==> src/rtl/relax_fwdgen.sv <==
// Bellman-Ford relaxation stage of the forwarding path: computes per-lane candidate distances,
// resolves same-destination conflicts across lanes and tracks per-iteration convergence.
module relax_fwdgen #(
    parameter int unsigned LANES = 4,
    parameter logic [6:0]  INF   = 7'd127,
    parameter int unsigned CNT_W = 16
) (
    input  logic             clk,
    input  logic             rst,
    input  logic             in_valid,
    output logic             in_ready,
    input  logic [28:0]      inp_1,
    input  logic [28:0]      inp_2,
    input  logic [28:0]      inp_3,
    input  logic [28:0]      inp_4,
    output logic             out_valid,
    input  logic             out_ready,
    output logic [17:0]      out_1,
    output logic [17:0]      out_2,
    output logic [17:0]      out_3,
    output logic [17:0]      out_4,
    input  logic             iter_start,
    output logic             any_update,
    output logic [CNT_W-1:0] update_count
);

    localparam int unsigned POP_W = $clog2(LANES + 1);

    typedef struct packed {
        logic       up;
        logic [3:0] wij;
        logic [4:0] i;
        logic [4:0] j;
        logic [6:0] wi;
        logic [6:0] wj;
    } edge_wave_t;

    typedef struct packed {
        logic       upd;
        logic [4:0] i;
        logic [4:0] j;
        logic [6:0] cand;
        logic [6:0] wj;
    } relax_t;

    typedef struct packed {
        logic       up;
        logic [4:0] i;
        logic [4:0] j;
        logic [6:0] wj;
    } fwd_wave_t;

    edge_wave_t       in_wave   [LANES];
    logic [7:0]       sum       [LANES];
    logic [6:0]       cand      [LANES];
    relax_t           relax_new [LANES];
    relax_t           s1_q      [LANES];
    relax_t           s1_d      [LANES];
    logic             s1_valid_q, s1_valid_d;
    logic [LANES-1:0] win;
    fwd_wave_t        fwd_new   [LANES];
    fwd_wave_t        out_q     [LANES];
    fwd_wave_t        out_d     [LANES];
    logic             out_valid_q, out_valid_d;
    logic [CNT_W-1:0] update_count_q, update_count_d;
    logic             any_update_q, any_update_d;
    logic [CNT_W-1:0] base_count;
    logic [CNT_W:0]   sum_count;
    logic [POP_W-1:0] pop;
    logic             stall;
    logic             xfer;

    assign in_wave[0] = inp_1;
    assign in_wave[1] = inp_2;
    assign in_wave[2] = inp_3;
    assign in_wave[3] = inp_4;

    assign stall     = out_valid_q & ~out_ready;
    assign xfer      = out_valid_q & out_ready;
    assign in_ready  = ~stall;

    // S1: candidate distance saturates to INF so an unreachable source never relaxes anything.
    always_comb begin
        for (int l = 0; l < LANES; l++) begin
            sum[l] = {1'b0, in_wave[l].wi} + {4'b0000, in_wave[l].wij};
            if (in_wave[l].wi == INF || sum[l] >= {1'b0, INF}) begin
                cand[l] = INF;
            end else begin
                cand[l] = sum[l][6:0];
            end
            relax_new[l].upd  = in_wave[l].up & (cand[l] < in_wave[l].wj);
            relax_new[l].i    = in_wave[l].i;
            relax_new[l].j    = in_wave[l].j;
            relax_new[l].cand = cand[l];
            relax_new[l].wj   = in_wave[l].wj;
        end
    end

    // S2: among updating lanes sharing a destination, only the smallest (cand, lane) survives.
    always_comb begin
        for (int b = 0; b < LANES; b++) begin
            win[b] = s1_q[b].upd;
            for (int a = 0; a < LANES; a++) begin
                if (a != b && s1_q[a].upd && s1_q[a].j == s1_q[b].j &&
                    (s1_q[a].cand < s1_q[b].cand ||
                     (s1_q[a].cand == s1_q[b].cand && a < b))) begin
                    win[b] = 1'b0;
                end
            end
        end
    end

    always_comb begin
        for (int l = 0; l < LANES; l++) begin
            fwd_new[l].up = win[l];
            fwd_new[l].i  = s1_q[l].i;
            fwd_new[l].j  = s1_q[l].j;
            fwd_new[l].wj = win[l] ? s1_q[l].cand : s1_q[l].wj;
        end
    end

    // Both stages advance together; a stalled output freezes the whole pipe.
    always_comb begin
        s1_d        = s1_q;
        s1_valid_d  = s1_valid_q;
        out_d       = out_q;
        out_valid_d = out_valid_q;
        if (!stall) begin
            s1_d        = relax_new;
            s1_valid_d  = in_valid;
            out_d       = fwd_new;
            out_valid_d = s1_valid_q;
        end
    end

    always_comb begin
        pop = '0;
        for (int l = 0; l < LANES; l++) begin
            pop = pop + POP_W'(out_q[l].up);
        end
        base_count     = iter_start ? '0 : update_count_q;
        sum_count      = {1'b0, base_count} + (CNT_W + 1)'(pop);
        update_count_d = base_count;
        any_update_d   = any_update_q & ~iter_start;
        // A transfer in the same cycle as iter_start counts toward the new iteration.
        if (xfer) begin
            update_count_d = sum_count[CNT_W] ? '1 : sum_count[CNT_W-1:0];
            any_update_d   = any_update_d | (pop != '0);
        end
    end

    // NOTE: data registers are reset too, because the output wave must read zero out of reset.
    always_ff @(posedge clk) begin
        if (rst) begin
            s1_q           <= '{default: '0};
            s1_valid_q     <= 1'b0;
            out_q          <= '{default: '0};
            out_valid_q    <= 1'b0;
            update_count_q <= '0;
            any_update_q   <= 1'b0;
        end else begin
            s1_q           <= s1_d;
            s1_valid_q     <= s1_valid_d;
            out_q          <= out_d;
            out_valid_q    <= out_valid_d;
            update_count_q <= update_count_d;
            any_update_q   <= any_update_d;
        end
    end

    assign out_valid    = out_valid_q;
    assign out_1        = out_q[0];
    assign out_2        = out_q[1];
    assign out_3        = out_q[2];
    assign out_4        = out_q[3];
    assign any_update   = any_update_q;
    assign update_count = update_count_q;

endmodule
==> config.mk <==
export PLATFORM = sky130hd
export DESIGN_NAME = relax_fwdgen
export DESIGN_NICKNAME = d
export VERILOG_FILES = /design/src/rtl/relax_fwdgen.sv
export SDC_FILE = /design/constraint.sdc
export NUM_CORES = 1
export LEC_CHECK = 0
export BUFFER_PORTS_ARGS = -buffer_cell sky130_fd_sc_hd__buf_2
export CORE_UTILIZATION = 45
export CTS_CLUSTER_SIZE = 16
export DETAILED_ROUTE_END_ITERATION = 8
export PLACE_DENSITY = 0.72
export SLEW_MARGIN = 20
export SYNTH_ARGS = -nofsm -noshare
export SYNTH_HDL_FRONTEND = slang
export SYNTH_SLANG_ARGS = --single-unit
==> constraint.sdc <==
create_clock -name clk -period 5.36 [get_ports clk]
set_clock_uncertainty 0.15 [all_clocks]
set_input_delay 1.072 -clock clk [delete_from_list [all_inputs] [get_ports clk]]
set_output_delay 1.072 -clock clk [all_outputs]
set_load 0.05 [all_outputs]
==> results.py, run 1 <==
metrics = {
    "min_path": {
        "hold_depth": 2,
        "worstHoldStart": "out_2[7]",
        "min_to": "out_2[7]",
        "hold_path.class": "reg -> reg",
    },
    "finish": {
        "most-common-layout-cells": "272 x nand2_1, 210 x buf_2, 191 x dfxtp_1",
        "fill_cells": 2257,
        "fin_area_um2": 12210,
        "multi_input_area_um2": 6062,
        "final_util": 0.5344,
        "final_common_cell": "nand2_1",
        "n_antenna_cell": 0,
        "syn_to_final_growth_pct": 15.48,
        "final_nets": 1661,
        "regArea_um2": 3824,
        "post_route_cells_drive_above_1_share": 0.1870,
    },
    "placed_design": {
        "gp_congestion": 0.8441,
        "place_area_um2": 11660,
        "place_ws_ps": 1071,
        "port_buffers": 211,
        "dp_hpwl_um": 19360,
    },
    "routing": {
        "totalWireLength_um": 26900,
        "dr.pass1.iters": 5,
        "drc": 0,
        "initialDrtViolationCount": 608,
        "drtAntennaViolNets": 0,
        "vias": 9499,
        "wl_per_cell_um": 15.17,
        "routed_via_density": 5.358,
    },
    "grt": {
        "overflow": 0,
        "use_met3": 0.03705,
        "grt_pass1_vias": 8917,
        "antenna_found_initial": 1,
        "grt_max_degree": 179,
        "grt.total_usage": 0.2253,
        "grtUsageMet2": 0.3767,
        "busiest_layer": "met2",
        "use_met1": 0.3023,
        "grt_pass1_wl_um": 44130,
    },
    "clock_network": {
        "clock_latency_ps": 430,
        "numCtsBuffers": 17,
        "clk_path_buf_depth": 2,
        "cts.sinks": 191,
        "clk_pin_slew_ps": 70,
        "h-tree-depth": 4,
        "postCtsHoldBufs": 0,
        "cts_resized": 0,
        "cts_setup_buffers": 0,
        "tritoncts": "built",
        "cts_root_buf": "clkbuf_16",
    },
    "sta": {
        "tightest_slew_ps": 1081,
        "finalCritPeriodShare": 0.7219,
        "slew_headroom": 0.2792,
        "fmax_mhz": 258.4,
        "whs_ps": 294.9,
        "hold_viol": 0,
        "tns_ps": 0,
        "fin_ws_ps": 1491,
        "rsz0062_at_grt": "false",
        "drv_slew": 0,
        "finalSetupViolations": 0,
        "period_needed_ps": 3870,
    },
    "critical_path": {
        "cpPeakStageDelay_ps": 460,
        "critPathMaxFanout": 12,
        "required_ps": 5580,
        "arrival_ps": 4090,
        "cp_common_cell": "a21o_1",
        "crit_path_cell_trace": "buf_2 -> ha_1 -> a21o_1 -> a21o_1 -> a21oi_1 -> a21o_1 -> nand2_1 -> ha_1 -> and3_1 -> a22o_1 -> or4b_1 -> a21oi_1 -> nand4_1 -> nand2_1",
        "path_class": "in -> reg",
        "rrSetupSlack_ps": 2150,
        "worst_setup_path_end_kind": "flop",
        "path_buf_inv": 1,
        "slowest_stage": "or4b_1",
        "reg2regPathDepth": 10,
        "rr_endpoint": "update_count[15]",
        "critPathTopFamily": "compound AO/OA/AOI/OAI gates",
        "start_kind": "input pin",
        "rr_startpoint": "out_2[17]",
    },
    "floorplan": {
        "chipWidth_um": 155.3,
        "coreArea_um2": 22850,
        "start_util": 0.4628,
        "ios": 212,
        "die_area_um2": 24110,
        "rows": 55,
        "die_h_um": 155.3,
    },
    "run": {
        "cap_violations": 0,
    },
    "power": {
        "powerDensity_nw_per_um2": 305.0,
        "p_leak_nw": 5.487,
        "ir_drop_uv": 223.3,
    },
    "synth": {
        "synth_top_family_by_area": "compound AO/OA/AOI/OAI gates",
        "synth_compound_area_frac": 0.2098,
        "yosysSeqAreaShare": 0.3617,
        "synth_warnings": 0,
        "synth_edf_count": 0,
        "yosys_register_bits": 191,
        "synth-simple-area-share": 0.1938,
        "synthXorXnorAreaFrac": 0.04805,
        "syn_inst": 1298,
        "synth_fp_nets": 1512,
        "avgSynthCellArea_um2": 8.145,
        "async_flop_share": 0,
        "synth-main-ff-cell": "dfxtp_1",
        "synthesis.area_um2": 10570,
        "ys_types": 66,
        "synth_mux_area_frac": 0.006627,
        "synth_adder_area_share": 0.1143,
    },
    "outcome": {
        "status": "complete, no violations",
    },
}
[how the worst max path moves through the flow]
| stage | start | to | cells past startpoint |
|---|---|---|---|
| after floorplan | inp_4[8] | s1_q[24] | 14 |
| after detailed placement | inp_3[7] | s1_q[49] | 16 |
| after global placement | inp_4[8] | s1_q[24] | 14 |
| after global routing | inp_3[7] | s1_q[49] | 16 |
| after CTS | inp_4[8] | s1_q[24] | 14 |
| final | inp_4[8] | s1_q[24] | 14 |
[cells in the mapped netlist (16+ instances only)]
| cell | number | share of area |
|---|---|---|
| a211oi_1 | 28 | 0.020 |
| a21o_1 | 16 | 0.011 |
| a21oi_1 | 157 | 0.074 |
| a311oi_1 | 20 | 0.017 |
| buf_2 | 25 | 0.012 |
| clkbuf_1 | 43 | 0.015 |
| dfxtp_1 | 191 | 0.36 |
| ha_1 | 87 | 0.10 |
| inv_1 | 65 | 0.023 |
| nand2_1 | 272 | 0.097 |
| nand3_1 | 22 | 0.010 |
| nand4_1 | 18 | 0.011 |
| nor2_1 | 79 | 0.028 |
| nor2b_1 | 16 | 0.0095 |
| o21bai_1 | 21 | 0.015 |
| xnor2_1 | 43 | 0.036 |
[worst reg2reg max path, stage by stage (launching register included)]
cell     delay (ps)
dfxtp_1         420
fa_1            450
ha_1            190
ha_1            350
ha_1            310
a21o_1          110
a21oi_1         120
nor4_2          490
nand4_1         190
xnor2_1         190
a21oi_1          80
[logic make-up (layout without fill, tap and decap cells)]
| family | Yosys count | in the layout |
|---|---|---|
| adder cells (fa/ha/maj) | 93 | 93 |
| XOR/XNOR | 58 | 58 |
| AO/OA/AOI/OAI | 332 | 332 |
| multiplexers | 7 | 7 |
| flip-flops | 191 | 191 |
| buffers and inverters | 154 | 316 |
| AND/OR/NAND/NOR | 463 | 463 |
[layer usage]
metal / routed length, µm / up-vias
met4: 320 / 0
li1: - / 4795
met5: 0 / -
met2: 12710 / 219
met3: 1214 / 27
met1: 12660 / 4458
[layout make-up]
cell class,instances,share of cell area
multi-input cells,953,0.4965
well taps,313,0.03208
inverters,66,0.02070
clock buffers,20,0.03659
flip-flops and latches,191,0.3132
repair buffers,218,0.09233
clock inverters,12,0.008608
[report_power, final]
part           switching (W)  internal [W]  total [W]
combinational       0.000560      0.000332   0.000892
sequential          0.000100       0.00152    0.00162
clock               0.000589      0.000619    0.00121
[registers in the layout (all words and copies together) (netlist names)]
register	count
s1_q	60
fwd_new	40
out_1	18
out_2	18
out_3	18
out_4	18
update_count	16
any_update	1
out_valid	1
s1_valid_q	1
[stage by stage]
step	total power, W	std cells
2_1_floorplan	0.002295	1298
3_3_place_gp	0.002515	1741
3_5_place_dp	0.002543	1741
4_1_cts	0.003750	1773
5_1_grt	0.003932	1773
6_report	0.003723	1773
Note: power is estimated with default switching activity, not from simulation.
==> run 2: changes to the inputs <==
PLACE_DENSITY = 0.75   (was 0.72)
clock period = 3.35 ns   (was 5.36 ns; I/O delays follow)
==> results.py, run 2 (synthesis results as in run 1) <==
metrics = {
    "sta": {
        "drv_slew": 0,
        "rsz0062_at_grt": "true",
        "period_needed_ps": 3213,
        "tns_ps": 0,
        "hold_viol": 0,
        "finalSetupViolations": 0,
        "slew_headroom": 0.4641,
        "fmax_mhz": 311.3,
        "tightest_slew_ps": 783.5,
        "finalCritPeriodShare": 0.9590,
    },
    "critical_path": {
        "cpPeakStageDelay_ps": 510,
        "path_class": "in -> reg",
        "reg2regPathDepth": 9,
        "cp_common_cell": "nand2_1",
        "crit_path_cell_trace": "buf_2 -> ha_4 -> fa_2 -> a21oi_2 -> nor2_1 -> nor2_2 -> xor2_1 -> nand2_1 -> ha_1 -> and3_1 -> a22o_1 -> or4b_4 -> a21oi_4 -> nand4_1 -> nand2_1",
        "path_buf_inv": 1,
        "rrSetupSlack_ps": 270,
        "arrival_ps": 3450,
        "slowest_stage": "or4b_4",
        "crit_start": "inp_3[7]",
        "critPathMaxFanout": 2,
        "worst_setup_path_end_kind": "flop",
        "critPathTopFamily": "simple AND/OR/NAND/NOR gates",
        "cp_num_cells": 15,
        "rr_endpoint": "update_count[10]",
        "required_ps": 3590,
        "rr_startpoint": "out_2[17]",
        "start_kind": "input pin",
        "critPathCapture": "s1_q[49]",
    },
    "min_path": {
        "hold_path.class": "reg -> reg",
    },
    "finish": {
        "layoutNonFillerInstCount": 1804,
        "regMostFlops": "s1_q",
        "final_nets": 1692,
        "post_route_cells_drive_above_1_share": 0.2213,
        "final_util": 0.5577,
        "syn_to_final_growth_pct": 20.51,
        "n_antenna_cell": 0,
        "largest_reg_flops": 60,
        "most-common-layout-cells": "272 x nand2_1, 209 x buf_2, 191 x dfxtp_1",
        "final_common_cell": "nand2_1",
    },
    "routing": {
        "initialDrtViolationCount": 574,
        "drc": 0,
        "routed_via_density": 5.372,
        "wl_per_cell_um": 15.33,
        "totalWireLength_um": 27650,
        "drtAntennaViolNets": 0,
        "vias": 9691,
        "dr.pass1.iters": 5,
    },
    "placed_design": {
        "dp_hpwl_um": 19750,
        "port_buffers": 211,
        "post-place-cells": 1770,
        "gp_congestion": 0.8455,
    },
    "outcome": {
        "status": "complete, no violations",
    },
    "grt": {
        "grt_pass1_vias": 9020,
        "overflow": 0,
        "antenna_found_initial": 0,
        "grt.total_usage": 0.2276,
        "grt_pass1_wl_um": 44240,
        "grt_max_degree": 143,
    },
    "floorplan": {
        "rows": 55,
        "chipWidth_um": 155.3,
        "die_h_um": 155.3,
        "coreArea_um2": 22850,
        "start_util": 0.4628,
        "die_area_um2": 24110,
        "ios": 212,
    },
    "clock_network": {
        "clk_path_buf_depth": 2,
        "cts_root_buf": "clkbuf_16",
        "cts.sinks": 191,
        "tritoncts": "built",
        "h-tree-depth": 4,
        "clk_pin_slew_ps": 80,
        "clock_latency_ps": 440,
        "numCtsBuffers": 17,
    },
    "run": {
        "cap_violations": 0,
    },
    "power": {
        "powerDensity_nw_per_um2": 494.9,
        "ir_drop_uv": 323.7,
        "p_leak_nw": 5.715,
    },
}
-- run 2: final cells by class --
cell class                 count  area (µm²)
clock buffer                  17       425.4
clock inverter                15       215.2
fill                        2124       10110
inverter                      66       252.7
multi-input combinational    953        6232
sequential                   191        3824
tap                          313       391.6
timing repair buffer         249        1400
-- run 2: power by group --
part,internal (W),switching (W),total (W)
combinational,0.000593,0.000926,0.00152
sequential,0.00244,0.000165,0.00260
clock,0.00116,0.00103,0.00219
-- run 2: per-layer routing --
layer / global-route usage / up-vias / part of all wire
met5: 0 / - / 0
met4: 0.08123 / 0 / 0.021
met3: 0.03008 / 41 / 0.044
met2: 0.3782 / 263 / 0.48
met1: 0.3024 / 4539 / 0.46
li1: - / 4848 / -
-- run 2: worst register-to-register path, cell delays in order (launching register included) --
cell and delay, ps:
dfxtp_1 400, fa_1 440, ha_1 190, ha_1 330, fa_1 490, a21oi_2 270, nor4_4 100, nand2_1 280
a21boi_0 230, nor2_1 50
-- run 2: repair_timing --
item	4_1_cts	5_1_grt
hold buffers	0	0
setup buffers	0	2
setup endpoints to repair	1	3
gates resized for setup	0	19
pin swaps	2	23
-- run 2: stage by stage --
stage	setup slack [ps]	cell area (µm²)	power, W	hold slack [ps]
4_1_cts	9.315	12610	0.006313	296.3
6_report	137.3	12740	0.006306	298.9
3_3_place_gp	-349.7	11970	0.004081	285.7
3_5_place_dp	-481.4	11970	0.004135	291.4
2_1_floorplan	-116.3	10640	0.003680	281.2
5_1_grt	-16.91	12740	0.006611	299.9
-- run 2: how the worst min path moves through the flow --
stage	startpoint	endpoint	cells past startpoint
finish	out_3[15]	out_3[15]	2
detailed placement	out_3[10]	out_3[10]	2
global placement	out_3[15]	out_3[15]	2
global route	inp_4[23]	fwd_new[16]	3
floorplan	s1_q[0]	s1_q[0]	2
CTS	inp_2[14]	fwd_new[43]	3
==> run 3: changes to the inputs <==
PLACE_DENSITY = unset   (was 0.75)
PLACE_DENSITY_LB_ADDON = 0.1   (was unset)
==> results.py, run 3 (synthesis results as in run 1) <==
metrics = {
    "run": {
        "cap_violations": 0,
    },
    "clock_network": {
        "postCtsHoldBufs": 0,
        "clk_path_buf_depth": 2,
        "cts_root_buf": "clkbuf_16",
        "numCtsBuffers": 17,
        "clock_latency_ps": 440,
        "cts.sinks": 191,
        "h-tree-depth": 4,
        "clk_pin_slew_ps": 80,
        "tritoncts": "built",
    },
    "critical_path": {
        "start_kind": "input pin",
        "rrSetupSlack_ps": 260,
        "reg2regPathDepth": 9,
        "arrival_ps": 3470,
        "rr_endpoint": "update_count[7]",
        "path_class": "in -> reg",
        "worst_setup_path_end_kind": "flop",
        "critPathMaxFanout": 3,
        "required_ps": 3590,
        "rr_startpoint": "out_1[17]",
    },
    "outcome": {
        "status": "complete, no violations",
    },
    "routing": {
        "dr.pass1.iters": 6,
        "drc": 0,
        "wl_per_cell_um": 15.13,
        "routed_via_density": 5.197,
        "vias": 9411,
        "initialDrtViolationCount": 435,
        "totalWireLength_um": 27410,
        "drtAntennaViolNets": 0,
    },
    "floorplan": {
        "coreArea_um2": 22850,
        "chipWidth_um": 155.3,
        "die_area_um2": 24110,
        "start_util": 0.4628,
        "ios": 212,
        "die_h_um": 155.3,
        "rows": 55,
    },
    "grt": {
        "grt_max_degree": 106,
        "grt.total_usage": 0.2299,
        "grt_pass1_wl_um": 44580,
        "grt_pass1_vias": 8888,
        "overflow": 0,
        "antenna_found_initial": 0,
    },
    "power": {
        "powerDensity_nw_per_um2": 490.8,
        "p_leak_nw": 5.702,
        "swShare": 0.3390,
        "p_int_w": 0.004116,
        "fin_total_pwr_w": 0.006227,
        "power_switching_w": 0.002111,
        "p_comb_frac": 0.242,
        "clock_power_share": 0.341,
        "ir_drop_uv": 255.9,
        "p_seq_frac": 0.417,
    },
    "sta": {
        "slew_headroom": 0.4504,
        "whs_ps": 298.9,
        "period_needed_ps": 3232,
        "rsz0062_at_grt": "false",
        "finalSetupViolations": 0,
        "hold_viol": 0,
        "tightest_slew_ps": 803.7,
        "fmax_mhz": 309.4,
        "drv_slew": 0,
        "finalCritPeriodShare": 0.9648,
    },
    "finish": {
        "post_route_cells_drive_above_1_share": 0.2196,
        "syn_to_final_growth_pct": 19.99,
        "final_nets": 1699,
        "largest_reg_flops": 60,
        "layoutNonFillerInstCount": 1811,
        "final_common_cell": "nand2_1",
        "n_antenna_cell": 0,
        "fin_area_um2": 12690,
        "most-common-layout-cells": "272 x nand2_1, 210 x buf_2, 191 x dfxtp_1",
        "regMostFlops": "s1_q",
    },
    "placed_design": {
        "dp_hpwl_um": 20110,
        "post-place-cells": 1778,
        "port_buffers": 211,
        "place_area_um2": 12000,
        "gp_congestion": 0.8317,
    },
    "min_path": {
        "hold_depth": 2,
        "worstHoldStart": "out_2[14]",
        "min_to": "out_2[14]",
        "hold_path.class": "reg -> reg",
    },
}
[run 3: cell type report]
type | count | area [µm²]
flip-flops and latches | 191 | 3824
well taps | 313 | 391.6
clock buffers | 17 | 425.4
multi-input cells | 953 | 6158
fillers | 2211 | 10160
repair buffers | 256 | 1425
inverters | 66 | 252.7
clock inverters | 15 | 209.0
[run 3: stage by stage]
stage | setup WS, ps | util | TNS, ps
final | 117.8 | 0.5553 | 0
after global routing | 1.734 | 0.5553 | 0
after CTS | 30.36 | 0.5531 | 0
after detailed placement | -435.1 | 0.5254 | -876.7
after global placement | -351.5 | 0.5254 | -660.1
after floorplan | -116.3 | - | -226.9
[run 3: repair_timing]
item | in CTS | in global routing
buffers inserted | 0 | 1
resized for setup | 0 | 6
setup endpoints to repair | 0 | 2
[run 3: power groups by stage]
stage                     Combinational (W)  Sequential (W)  Clock [W]
after global placement              0.00147         0.00264          0
after floorplan                    0.000867         0.00281          0
after detailed placement            0.00150         0.00265          0
final                               0.00151         0.00259    0.00213
after global routing                0.00168         0.00262    0.00227
after CTS                           0.00151         0.00260    0.00217
[run 3: worst max-delay path, stage by stage]
cell     delay (ps)
buf_2           130
ha_4            250
a21o_1          100
a21o_1          140
a21oi_2          60
or4bb_1         500
o21a_1          130
ha_1            290
and3_4          160
a22o_1          210
or4b_4          530
a21oi_2         160
nand4_1          90
nand2_1          60
[run 3: worst max-delay path by stage]
stage / start / depth (start not counted) / to
detailed placement: inp_3[7] / 16 / s1_q[49]
finish: inp_4[8] / 14 / s1_q[24]
global placement: inp_3[7] / 16 / s1_q[49]
floorplan: inp_3[7] / 15 / s1_q[49]
CTS: inp_3[7] / 16 / s1_q[49]
global route: inp_4[8] / 14 / s1_q[24]
[run 3: layer usage]
metal  wire, µm  vias up  track usage
met1      13390     4329       0.3148
met2      12560      177       0.3717
met5          0        -            0
li1           -     4880            -
met3       1108       25      0.04234
met4        346        0      0.05929
